File: src/rtl/pipe_mem_arbiter_if.sv
// ============================================================================
// Module   : pipe_mem_arbiter_if
// Purpose  : Bundles the core fetch/data ports and the unified memory port
//            seen by the pipeline memory arbiter.
// Revision : 1.0
// ============================================================================
`default_nettype none

interface pipe_mem_arbiter_if;
    // Instruction-fetch side
    logic        if_req;
    logic [31:0] if_addr;
    logic [31:0] if_rdata;
    logic        if_ready;
    // Memory-stage data side
    logic        dm_req;
    logic        dm_we;
    logic [3:0]  dm_be;
    logic [31:0] dm_addr;
    logic [31:0] dm_wdata;
    logic [31:0] dm_rdata;
    logic        dm_ready;
    // Pipeline stalls
    logic        stall_f;
    logic        stall_m;
    // Unified memory side
    logic        mem_req;
    logic        mem_we;
    logic [3:0]  mem_be;
    logic [31:0] mem_addr;
    logic [31:0] mem_wdata;
    logic [31:0] mem_rdata;
    logic        mem_ack;
    logic        bus_err;

    // Arbiter view
    modport slave (
        input  if_req, if_addr, dm_req, dm_we, dm_be, dm_addr, dm_wdata,
               mem_rdata, mem_ack,
        output if_rdata, if_ready, dm_rdata, dm_ready, stall_f, stall_m,
               mem_req, mem_we, mem_be, mem_addr, mem_wdata, bus_err
    );

    // Core plus memory environment view
    modport master (
        output if_req, if_addr, dm_req, dm_we, dm_be, dm_addr, dm_wdata,
               mem_rdata, mem_ack,
        input  if_rdata, if_ready, dm_rdata, dm_ready, stall_f, stall_m,
               mem_req, mem_we, mem_be, mem_addr, mem_wdata, bus_err
    );
endinterface

`default_nettype wire

File: src/rtl/pipe_mem_arbiter.sv
// ============================================================================
// Module   : pipe_mem_arbiter
// Purpose  : Serialises fetch and data requests onto one variable-latency
//            memory; data has priority, bounded by a burst limit, and a
//            watchdog force-completes hung transactions.
// Revision : 1.0
// ============================================================================
`default_nettype none

module pipe_mem_arbiter #(
    parameter int unsigned MAX_DATA_BURST = 4,
    parameter int unsigned TIMEOUT        = 255,
    parameter logic [31:0] ERR_DATA       = 32'h0
) (
    input  logic              clk,
    input  logic              reset,   // asynchronous, active-low
    pipe_mem_arbiter_if.slave bus
);

    localparam logic [3:0] c_BE_FULL   = 4'b1111;
    localparam logic [3:0] c_BURST_MAX = 4'(MAX_DATA_BURST);
    localparam logic [3:0] c_BURST_SAT = 4'hF;
    localparam logic [7:0] c_TIMEOUT   = 8'(TIMEOUT);

    typedef enum logic [1:0] {
        S_IDLE   = 2'd0,
        S_BUSY_D = 2'd1,
        S_BUSY_I = 2'd2,
        S_DONE   = 2'd3
    } state_t;

    state_t      r_state;
    logic [3:0]  r_burst_cnt;
    logic [7:0]  r_wd_cnt;
    logic        r_mem_req;
    logic        r_mem_we;
    logic [3:0]  r_mem_be;
    logic [31:0] r_mem_addr;
    logic [31:0] r_mem_wdata;
    logic [31:0] r_if_rdata;
    logic [31:0] r_dm_rdata;
    logic        r_if_ready;
    logic        r_dm_ready;
    logic        r_bus_err;

    logic        w_grant_d;
    logic        w_timeout;
    logic        w_finish;
    logic [31:0] w_rd_value;

    // Data wins unless fetch is waiting and the data burst allowance is spent.
    assign w_grant_d  = bus.dm_req & (~bus.if_req | (r_burst_cnt < c_BURST_MAX));
    assign w_timeout  = (r_wd_cnt == c_TIMEOUT);
    assign w_finish   = bus.mem_ack | w_timeout;
    assign w_rd_value = bus.mem_ack ? bus.mem_rdata : ERR_DATA;

    always_ff @(posedge clk or negedge reset) begin
        if (!reset) begin
            r_state     <= S_IDLE;
            r_burst_cnt <= '0;
            r_wd_cnt    <= '0;
            r_mem_req   <= 1'b0;
            r_mem_we    <= 1'b0;
            r_mem_be    <= '0;
            r_mem_addr  <= '0;
            r_mem_wdata <= '0;
            r_if_rdata  <= '0;
            r_dm_rdata  <= '0;
            r_if_ready  <= 1'b0;
            r_dm_ready  <= 1'b0;
            r_bus_err   <= 1'b0;
        end else begin
            r_if_ready <= 1'b0;
            r_dm_ready <= 1'b0;
            case (r_state)
                S_IDLE: begin
                    if (!bus.if_req) begin
                        r_burst_cnt <= '0;
                    end
                    if (w_grant_d) begin
                        r_state     <= S_BUSY_D;
                        r_mem_req   <= 1'b1;
                        r_mem_we    <= bus.dm_we;
                        r_mem_be    <= bus.dm_we ? bus.dm_be : c_BE_FULL;
                        r_mem_addr  <= bus.dm_addr;
                        r_mem_wdata <= bus.dm_wdata;
                        r_wd_cnt    <= '0;
                        if (bus.if_req && (r_burst_cnt != c_BURST_SAT)) begin
                            r_burst_cnt <= r_burst_cnt + 4'd1;
                        end
                    end else if (bus.if_req) begin
                        r_state     <= S_BUSY_I;
                        r_mem_req   <= 1'b1;
                        r_mem_we    <= 1'b0;
                        r_mem_be    <= c_BE_FULL;
                        r_mem_addr  <= bus.if_addr;
                        r_mem_wdata <= '0;
                        r_wd_cnt    <= '0;
                        r_burst_cnt <= '0;
                    end
                end
                S_BUSY_D, S_BUSY_I: begin
                    if (w_finish) begin
                        r_state   <= S_DONE;
                        r_mem_req <= 1'b0;
                        // An ack arriving on the timeout cycle counts as a normal completion.
                        if (!bus.mem_ack) begin
                            r_bus_err <= 1'b1;
                        end
                        if (r_state == S_BUSY_D) begin
                            r_dm_ready <= 1'b1;
                            if (!r_mem_we) begin
                                r_dm_rdata <= w_rd_value;
                            end
                        end else begin
                            r_if_ready <= 1'b1;
                            r_if_rdata <= w_rd_value;
                        end
                    end else begin
                        r_wd_cnt <= r_wd_cnt + 8'd1;
                    end
                end
                S_DONE: begin
                    r_state <= S_IDLE;
                end
                default: begin
                    r_state <= S_IDLE;
                end
            endcase
        end
    end

    assign bus.mem_req   = r_mem_req;
    assign bus.mem_we    = r_mem_we;
    assign bus.mem_be    = r_mem_be;
    assign bus.mem_addr  = r_mem_addr;
    assign bus.mem_wdata = r_mem_wdata;
    assign bus.if_rdata  = r_if_rdata;
    assign bus.if_ready  = r_if_ready;
    assign bus.dm_rdata  = r_dm_rdata;
    assign bus.dm_ready  = r_dm_ready;
    assign bus.bus_err   = r_bus_err;

    // Reset gates the stalls so every output reads 0 while reset is held.
    assign bus.stall_f = reset & bus.if_req & ~r_if_ready;
    assign bus.stall_m = reset & bus.dm_req & ~r_dm_ready;

endmodule

`default_nettype wire

File: src/flat_wrapper.sv
// flat-port wrapper written by rule: the top's interface ports become plain ports
module pipe_mem_arbiter_flat 
#(
    parameter int unsigned MAX_DATA_BURST = 4,
    parameter int unsigned TIMEOUT        = 255,
    parameter logic [31:0] ERR_DATA       = 32'h0
)
  (clk, reset, bus_if_req, bus_if_addr, bus_dm_req, bus_dm_we, bus_dm_be, bus_dm_addr, bus_dm_wdata, bus_mem_rdata, bus_mem_ack, bus_if_rdata, bus_if_ready, bus_dm_rdata, bus_dm_ready, bus_stall_f, bus_stall_m, bus_mem_req, bus_mem_we, bus_mem_be, bus_mem_addr, bus_mem_wdata, bus_bus_err);
  pipe_mem_arbiter_if bus_i ();
  input  logic clk;
  input  logic reset;
  input wire logic [$bits(bus_i.if_req)-1:0] bus_if_req;
  input wire logic [$bits(bus_i.if_addr)-1:0] bus_if_addr;
  input wire logic [$bits(bus_i.dm_req)-1:0] bus_dm_req;
  input wire logic [$bits(bus_i.dm_we)-1:0] bus_dm_we;
  input wire logic [$bits(bus_i.dm_be)-1:0] bus_dm_be;
  input wire logic [$bits(bus_i.dm_addr)-1:0] bus_dm_addr;
  input wire logic [$bits(bus_i.dm_wdata)-1:0] bus_dm_wdata;
  input wire logic [$bits(bus_i.mem_rdata)-1:0] bus_mem_rdata;
  input wire logic [$bits(bus_i.mem_ack)-1:0] bus_mem_ack;
  output wire logic [$bits(bus_i.if_rdata)-1:0] bus_if_rdata;
  output wire logic [$bits(bus_i.if_ready)-1:0] bus_if_ready;
  output wire logic [$bits(bus_i.dm_rdata)-1:0] bus_dm_rdata;
  output wire logic [$bits(bus_i.dm_ready)-1:0] bus_dm_ready;
  output wire logic [$bits(bus_i.stall_f)-1:0] bus_stall_f;
  output wire logic [$bits(bus_i.stall_m)-1:0] bus_stall_m;
  output wire logic [$bits(bus_i.mem_req)-1:0] bus_mem_req;
  output wire logic [$bits(bus_i.mem_we)-1:0] bus_mem_we;
  output wire logic [$bits(bus_i.mem_be)-1:0] bus_mem_be;
  output wire logic [$bits(bus_i.mem_addr)-1:0] bus_mem_addr;
  output wire logic [$bits(bus_i.mem_wdata)-1:0] bus_mem_wdata;
  output wire logic [$bits(bus_i.bus_err)-1:0] bus_bus_err;
  assign bus_i.if_req = bus_if_req;
  assign bus_i.if_addr = bus_if_addr;
  assign bus_i.dm_req = bus_dm_req;
  assign bus_i.dm_we = bus_dm_we;
  assign bus_i.dm_be = bus_dm_be;
  assign bus_i.dm_addr = bus_dm_addr;
  assign bus_i.dm_wdata = bus_dm_wdata;
  assign bus_i.mem_rdata = bus_mem_rdata;
  assign bus_i.mem_ack = bus_mem_ack;
  assign bus_if_rdata = bus_i.if_rdata;
  assign bus_if_ready = bus_i.if_ready;
  assign bus_dm_rdata = bus_i.dm_rdata;
  assign bus_dm_ready = bus_i.dm_ready;
  assign bus_stall_f = bus_i.stall_f;
  assign bus_stall_m = bus_i.stall_m;
  assign bus_mem_req = bus_i.mem_req;
  assign bus_mem_we = bus_i.mem_we;
  assign bus_mem_be = bus_i.mem_be;
  assign bus_mem_addr = bus_i.mem_addr;
  assign bus_mem_wdata = bus_i.mem_wdata;
  assign bus_bus_err = bus_i.bus_err;
  pipe_mem_arbiter #(.MAX_DATA_BURST(MAX_DATA_BURST), .TIMEOUT(TIMEOUT), .ERR_DATA(ERR_DATA)) u_core (.clk(clk), .reset(reset), .bus(bus_i));
endmodule
File: config.mk
export PLATFORM = sky130hd
export DESIGN_NAME = pipe_mem_arbiter_flat
export DESIGN_NICKNAME = d
export VERILOG_FILES = /design/src/rtl/pipe_mem_arbiter_if.sv /design/src/rtl/pipe_mem_arbiter.sv /design/src/flat_wrapper.sv
export SDC_FILE = /design/constraint.sdc
export NUM_CORES = 1
export LEC_CHECK = 0
export CAP_MARGIN = 25
export CORE_MARGIN = 2
export CORE_UTILIZATION = 37
export DETAILED_ROUTE_END_ITERATION = 6
export PLACE_DENSITY = 0.77
export SLEW_MARGIN = 20
export SYNTH_ARGS = -nofsm -noshare
export SYNTH_HDL_FRONTEND = slang
export SYNTH_SLANG_ARGS = --single-unit
export TNS_END_PERCENT = 50
File: constraint.sdc
create_clock -name clk -period 2.05 [get_ports clk]
set_input_delay 0.41 -clock clk [delete_from_list [all_inputs] [get_ports clk]]
set_output_delay 0.41 -clock clk [all_outputs]
set_load 0.01 [all_outputs]
==> impl_metrics.py, run 1 <==
metrics = {
    "logic_synthesis": {
        "yosys.cell_types.count": 43,
        "postSynthCellCount": 553,
        "synth-main-ff-cell": "dfrtp_1",
        "ys_seq_elements": 151,
        "yosysSeqAreaShare": 0.599,
        "postSynthNetCount": 696,
        "yosysWarningCount": 0,
        "synth-edff-count": 0,
        "syn-mean-instance-area_sq_um": 11.4,
        "netlist_area_before_placement_sq_um": 6310,
        "synthArstFlopShare": 1.00,
    },
    "cts": {
        "tritoncts": "yes",
        "hold_buffers": 0,
        "cts_htree_levels": 4,
        "cts_inserted_buffers": 17,
        "clockRootBuffer": "clkbuf_16",
        "clock_path_buffers": 2,
        "worst_skew_pair.late_latency_ns": 0.41,
        "clk_pin_slew_ns": 0.06,
        "clock_sink_count": 151,
    },
    "placement": {
        "dpl_worst_slack_ns": -0.0430,
        "place_congestion": 0.832,
        "place.port_buffers": 276,
        "post-dp-hpwl_microns": 12200,
    },
    "layout": {
        "final_util": 0.594,
        "sequential_cell_area_sq_um": 3780,
        "antennaDiodeCount": 0,
        "most_common_cell_after_layout_fill_and_taps_aside": "clkdlybuf4s50_1",
        "multiInputGateArea_sq_um": 2260,
        "filler_cell_count": 1421,
        "mostFrequentLayoutCells": "272 x clkdlybuf4s50_1, 151 x dfrtp_1, 113 x nand2_1",
        "syn2layout_area_growth_pct": 56.8,
        "drive_gt1_frac": 0.0823,
        "num-nets-final": 968,
    },
    "power_and_ir_drop": {
        "p_per_area_nw_per_um2": 1460,
        "power.ir.vdd_worst_uv": 829,
        "p_leak_nw": 4.27,
    },
    "timing": {
        "relSlewSlack": 0.451,
        "finalClockSkew_ns": 0.0110,
        "fmax_mhz": 524,
        "drv_slew": 0,
        "finalCriticalPeriod_ns": 1.91,
        "fin_ws_ns": 0.143,
        "fin_setup_tns_ns": 0,
        "timing_hold_violations_final": 0,
        "layout_worst_path_cycle_share": 0.930,
        "rsz0062_at_grt": "no",
        "setup_violating_endpoint_count_in_the_final_report": 0,
        "tightest_slew_ns": 0.823,
    },
    "worst_setup_path": {
        "timing.critical_path.from": "u_core.r_state[0]$_DFFE_PN0P_",
        "setup_slack_of_the_worst_register_to_register_path_ns": 0.14,
        "critical_path.startpoint_type": "flop",
        "critical_path.max_fanout": 32,
        "critical_path.reg2reg.startpoint": "u_core.r_state[0]$_DFFE_PN0P_",
        "timing.critical_path.to": "u_core.bus.dm_rdata[25]$_DFFE_PN0P_",
        "criticalPathCategory": "flop to flop",
        "r2r_end": "u_core.bus.dm_rdata[25]$_DFFE_PN0P_",
        "arrival_ns": 2.21,
        "timing.critical_path.required_ns": 2.35,
        "worst_r2r_path_depth": 6,
        "endpoint_kind": "flop",
    },
    "route": {
        "count_of_antenna_violating_nets_left_after_detailed_routing": 0,
        "route.detailed.wl_per_inst_microns": 16.7,
        "first_iter_violations": 388,
        "drc_errors": 0,
        "vias_per_cell": 5.03,
        "dr.pass1.iters": 4,
        "detail_route.wirelength_microns": 17600,
        "via_count": 5323,
    },
    "floorplan": {
        "die_height_microns": 135,
        "placeableCoreArea_sq_um": 16600,
        "fp.dieW_microns": 135,
        "ios": 277,
        "initial_core_util": 0.379,
        "die_area_sq_um": 18100,
        "rows": 47,
    },
    "grt": {
        "globalRoute.totalOverflow": 0,
        "number_of_antenna_violations_at_the_first_check_in_global_routing": 0,
        "tot_gr_track_use": 0.195,
        "pin_count_of_the_biggest_net_entering_global_routing": 152,
        "first_global_vias": 5338,
        "grt_first_pass_wirelength_microns": 27900,
    },
    "flow_run": {
        "timing.max_cap.violations": 0,
    },
    "outcome": {
        "result_of_the_run": "finished, final reports clean",
    },
    "min_path": {
        "hold_path_class": "primary input to asynchronous set/reset pin",
    },
}
==> per-stage QoR <==
step | power, mW | cells | hold WS (ns) | area, sq um
3_5_place_dp | 11.7 | 1026 | 0.460 | 9330
4_1_cts | 14.6 | 1058 | 0.191 | 9880
3_3_place_gp | 11.5 | 1026 | 0.450 | 9330
5_1_grt | 15.4 | 1058 | 0.219 | 9890
6_report | 14.5 | 1058 | 0.146 | 9890
2_1_floorplan | 8.04 | 553 | 0.114 | 6310
==> what timing repair did <==
| action | 4_1_cts | 5_1_grt |
|---|---|---|
| setup endpoints to repair | 1 | 65 |
| buffers inserted | 0 | 0 |
| gates resized for setup | 1 | 2 |
==> worst min-delay path by stage <==
stage / startpoint / endpoint / slack (ns)
floorplan: reset / u_core.bus.bus_err$_DFFE_PN0P_ / 0.11
global placement: u_core.bus.mem_be[2]$_DFFE_PN0P_ / u_core.bus.mem_be[2]$_DFFE_PN0P_ / 0.45
detailed placement: u_core.bus.mem_be[2]$_DFFE_PN0P_ / u_core.bus.mem_be[2]$_DFFE_PN0P_ / 0.46
CTS: reset / u_core.bus.if_rdata[10]$_DFFE_PN0P_ / 0.19
global route: reset / u_core.bus.dm_rdata[10]$_DFFE_PN0P_ / 0.22
finish: reset / u_core.bus.dm_rdata[10]$_DFFE_PN0P_ / 0.15
==> registers in the layout, summed over array words and instances, names as in the netlist <==
name and cells:
u_core.bus.dm_rdata 32, u_core.bus.if_rdata 32, u_core.bus.mem_addr 32, u_core.bus.mem_wdata 32, u_core.r_wd_cnt 8, u_core.bus.mem_be 4
u_core.r_burst_cnt 4, u_core.r_state 2, u_core.bus.bus_err 1, u_core.bus.dm_ready 1, u_core.bus.if_ready 1, u_core.bus.mem_req 1
u_core.bus.mem_we 1
==> power breakdown <==
| group | switching [mW] | leakage, nW | internal [mW] |
|---|---|---|---|
| registers | 0.716 | 1.92 | 4.30 |
| logic | 3.00 | 2.11 | 3.56 |
| clock network | 1.30 | 0.246 | 1.57 |
==> cells by family (layout without fill, tap and decap cells) <==
family,Yosys count,in the layout,synth area share
AOI/OAI and AO/OA,160,160,0.186
adders and majority gates,5,5,0.00992
buffers and inverters,51,336,0.0440
DFF,151,151,0.599
muxes,38,38,0.0607
and+or+nand+nor,148,148,0.101
==> cell type report <==
type,instances,share of cell area
flip-flops and latches,151,0.382
repair buffers,298,0.304
multi-input cells,351,0.229
clock buffers,18,0.0434
well taps,220,0.0278
clock inverters,14,0.0116
inverters,6,0.00228
==> critical path, stage by stage, from the launching register on <==
cell	delay [ns]
dfrtp_1	0.37
inv_1	0.08
ha_1	0.40
nand2_1	0.09
nor2_2	0.25
nand2_4	0.29
a32o_1	0.31
==> synthesized netlist by cell type, drive strengths merged, types with 2 or more instances <==
cell type	instances	area share
o22ai	2	0.0020
o2111ai	2	0.0028
mux2i	36	0.057
clkbuf	22	0.018
a22o	3	0.0042
nand3	6	0.0048
nand4	2	0.0030
buf	23	0.023
and3	3	0.0034
dfrtp	151	0.60
a31oi	2	0.0020
a21o	2	0.0026
nand2	117	0.072
mux2	2	0.0036
a32o	64	0.10
inv	6	0.0036
ha	5	0.0099
nor2b	2	0.0020
a21oi	4	0.0032
nor2	10	0.0060
o21ai	76	0.060
o21bai	2	0.0030
==> per-layer routing <==
metal	vias to the layer above	track usage	share of wire	wire (microns)
met5	-	0	0	0
met4	0	0.0784	0.029	505
met3	34	0.0544	0.059	1040
met2	179	0.321	0.50	8750
met1	2555	0.244	0.42	7320
li1	2555	-	-	-
Note: power is estimated with default switching activity, not from simulation.
==> inputs of run 2 (changes only) <==
- CORE_ASPECT_RATIO: unset -> 0.7
- HOLD_SLACK_MARGIN: unset -> 0.05
==> run 2 against run 1 <==
Net effect: clock-buffer cell count grew 1; critical endpoint is now bus_stall_m; combinational power increased by 1%; largest power group unchanged; via count grew 0.71%; register-to-register slack gained 0.07 ns; largest cell class unchanged; die area about the same; critical path type is now flop to output pin.
==> impl_metrics.py, run 2 (same netlist as run 1, synthesis figures left out) <==
metrics = {
    "floorplan": {
        "placeableCoreArea_sq_um": 16500,
        "die_area_sq_um": 18100,
        "initial_core_util": 0.382,
        "ios": 277,
        "rows": 39,
        "fp.dieW_microns": 160,
        "die_height_microns": 113,
    },
    "grt": {
        "first_global_vias": 5529,
        "tot_gr_track_use": 0.206,
        "globalRoute.totalOverflow": 0,
        "pin_count_of_the_biggest_net_entering_global_routing": 111,
        "number_of_antenna_violations_at_the_first_check_in_global_routing": 0,
        "grt_first_pass_wirelength_microns": 29400,
    },
    "cts": {
        "clock_path_buffers": 2,
        "worst_skew_pair.late_latency_ns": 0.42,
        "clk_pin_slew_ns": 0.07,
        "cts_htree_levels": 4,
        "postCtsSetupBuffers": 0,
        "clock_sink_count": 151,
        "clockRootBuffer": "clkbuf_16",
        "cts_inserted_buffers": 17,
        "tritoncts": "yes",
    },
    "placement": {
        "place_congestion": 0.804,
        "post-dp-hpwl_microns": 12700,
        "dpl_worst_slack_ns": -0.0764,
        "place.port_buffers": 276,
    },
    "worst_setup_path": {
        "critical_path_s_largest_stage_delay_ns": 0.54,
        "setup_slack_of_the_worst_register_to_register_path_ns": 0.21,
        "arrival_ns": 1.46,
        "critPathTopFamily": "buffers and inverters",
        "path_buf_inv": 1,
        "criticalPathCategory": "flop to output pin",
        "crit_chain": "nor2_1 -> clkdlybuf4s50_1",
        "critical_path.slowest_cell": "clkdlybuf4s50_1",
        "endpoint_kind": "output pin",
        "critical_path.startpoint_type": "flop",
        "timing.critical_path.required_ns": 1.64,
        "critical_path.max_fanout": 2,
    },
    "timing": {
        "finalClockSkew_ns": 0.0108,
        "timing_hold_violations_final": 0,
        "rsz0062_at_grt": "no",
        "drv_slew": 0,
        "fin_ws_ns": 0.181,
        "finalCriticalPeriod_ns": 1.87,
        "fmax_mhz": 535,
        "relSlewSlack": 0.551,
        "layout_worst_path_cycle_share": 0.912,
        "tightest_slew_ns": 0.673,
        "setup_violating_endpoint_count_in_the_final_report": 0,
    },
    "power_and_ir_drop": {
        "p_per_area_nw_per_um2": 1500,
        "p_total_mw": 15.0,
        "p_leak_nw": 4.34,
        "power.ir.vdd_worst_uv": 607,
    },
    "layout": {
        "drive_gt1_frac": 0.0833,
        "most_common_cell_after_layout_fill_and_taps_aside": "clkdlybuf4s50_1",
        "num-nets-final": 970,
        "mostFrequentLayoutCells": "272 x clkdlybuf4s50_1, 151 x dfrtp_1, 113 x nand2_1",
        "syn2layout_area_growth_pct": 58.8,
        "antennaDiodeCount": 0,
    },
    "min_path": {
        "hold_path_class": "primary input to asynchronous set/reset pin",
    },
    "route": {
        "dr.pass1.iters": 4,
        "count_of_antenna_violating_nets_left_after_detailed_routing": 0,
        "vias_per_cell": 5.03,
        "first_iter_violations": 306,
        "detail_route.wirelength_microns": 18100,
        "route.detailed.wl_per_inst_microns": 17.0,
        "via_count": 5361,
        "drc_errors": 0,
    },
    "flow_run": {
        "timing.max_cap.violations": 0,
    },
    "outcome": {
        "result_of_the_run": "finished, final reports clean",
    },
}
run 2: changes by cell type in the layout (fill, tap and decap cells not counted), sizes merged:
| cell | delta |
|---|---|
| inv | -3 |
| clkinv | +4 |
| clkbuf | +1 |
| buf | +1 |
| clkinvlp | -6 |
| dlygate4sd2 | +1 |
| dlymetal6s2s | -1 |
| dlygate4sd3 | +1 |
| bufinv | +4 |
run 2: through the flow:
stage          TNS, ns  hold slack [ns]  cells  utilization  instance area, sq um
6_report             0           0.0844   1065        0.607                 10000
5_1_grt              0            0.113   1065        0.607                 10000
4_1_cts              0            0.115   1065        0.607                 10000
3_5_place_dp    -0.368            0.209   1032        0.568                  9370
3_3_place_gp    -0.126            0.210   1032        0.568                  9370
2_1_floorplan        0            0.114    553            -                  6310
run 2: per-layer routing:
| metal | track usage | share of wire | up-vias |
|---|---|---|---|
| li1 | - | - | 2562 |
| met4 | 0.0739 | 0.017 | 0 |
| met3 | 0.0565 | 0.063 | 22 |
| met5 | 0 | 0 | - |
| met1 | 0.267 | 0.44 | 2606 |
| met2 | 0.334 | 0.48 | 171 |
run 2: what timing repair did:
| action | in CTS | in global routing |
|---|---|---|
| hold endpoints to repair | 1 | 0 |
| resized for setup | 2 | 0 |
| hold buffers | 1 | 0 |
| endpoints found under the setup margin | 2 | 0 |
run 2: final timing paths:
kind	startpoint	to	depth (start not counted)
max	u_core.bus.dm_ready$_DFF_PN0_	bus_stall_m	2
max in group asynchronous	reset	u_core.r_wd_cnt[7]$_DFFE_PN0P_	2
max reg2reg	u_core.r_state[1]$_DFFE_PN0P_	u_core.bus.mem_wdata[24]$_DFFE_PN0P_	7
min reg2reg	u_core.bus.mem_be[0]$_DFFE_PN0P_	u_core.bus.mem_be[0]$_DFFE_PN0P_	2
min in group clk	bus_mem_ack	u_core.r_wd_cnt[2]$_DFFE_PN0P_	4
min	reset	u_core.bus.mem_wdata[2]$_DFFE_PN0P_	2
run 2: final cells by class:
type / count / area, sq um
Sequential cell: 151 / 3780
Multi-Input combinational cell: 351 / 2260
Tap cell: 225 / 282
Fill cell: 1385 / 6480
Inverter: 6 / 22.5
Clock inverter: 13 / 194
Timing Repair Buffer: 300 / 3040
Clock buffer: 19 / 443
run 2: worst register-to-register path, stage by stage, from the launching register on:
cell	delay (ns)
dfrtp_1	0.39
inv_1	0.10
ha_1	0.18
or3b_1	0.44
and2_1	0.23
buf_12	0.18
nand2_1	0.11
o21ai_0	0.09
run 2: where the power goes:
part,total (mW),internal [mW],switching [mW]
Sequential,5.02,4.30,0.714
Combinational,6.65,3.63,3.02
Clock,3.38,2.09,1.29
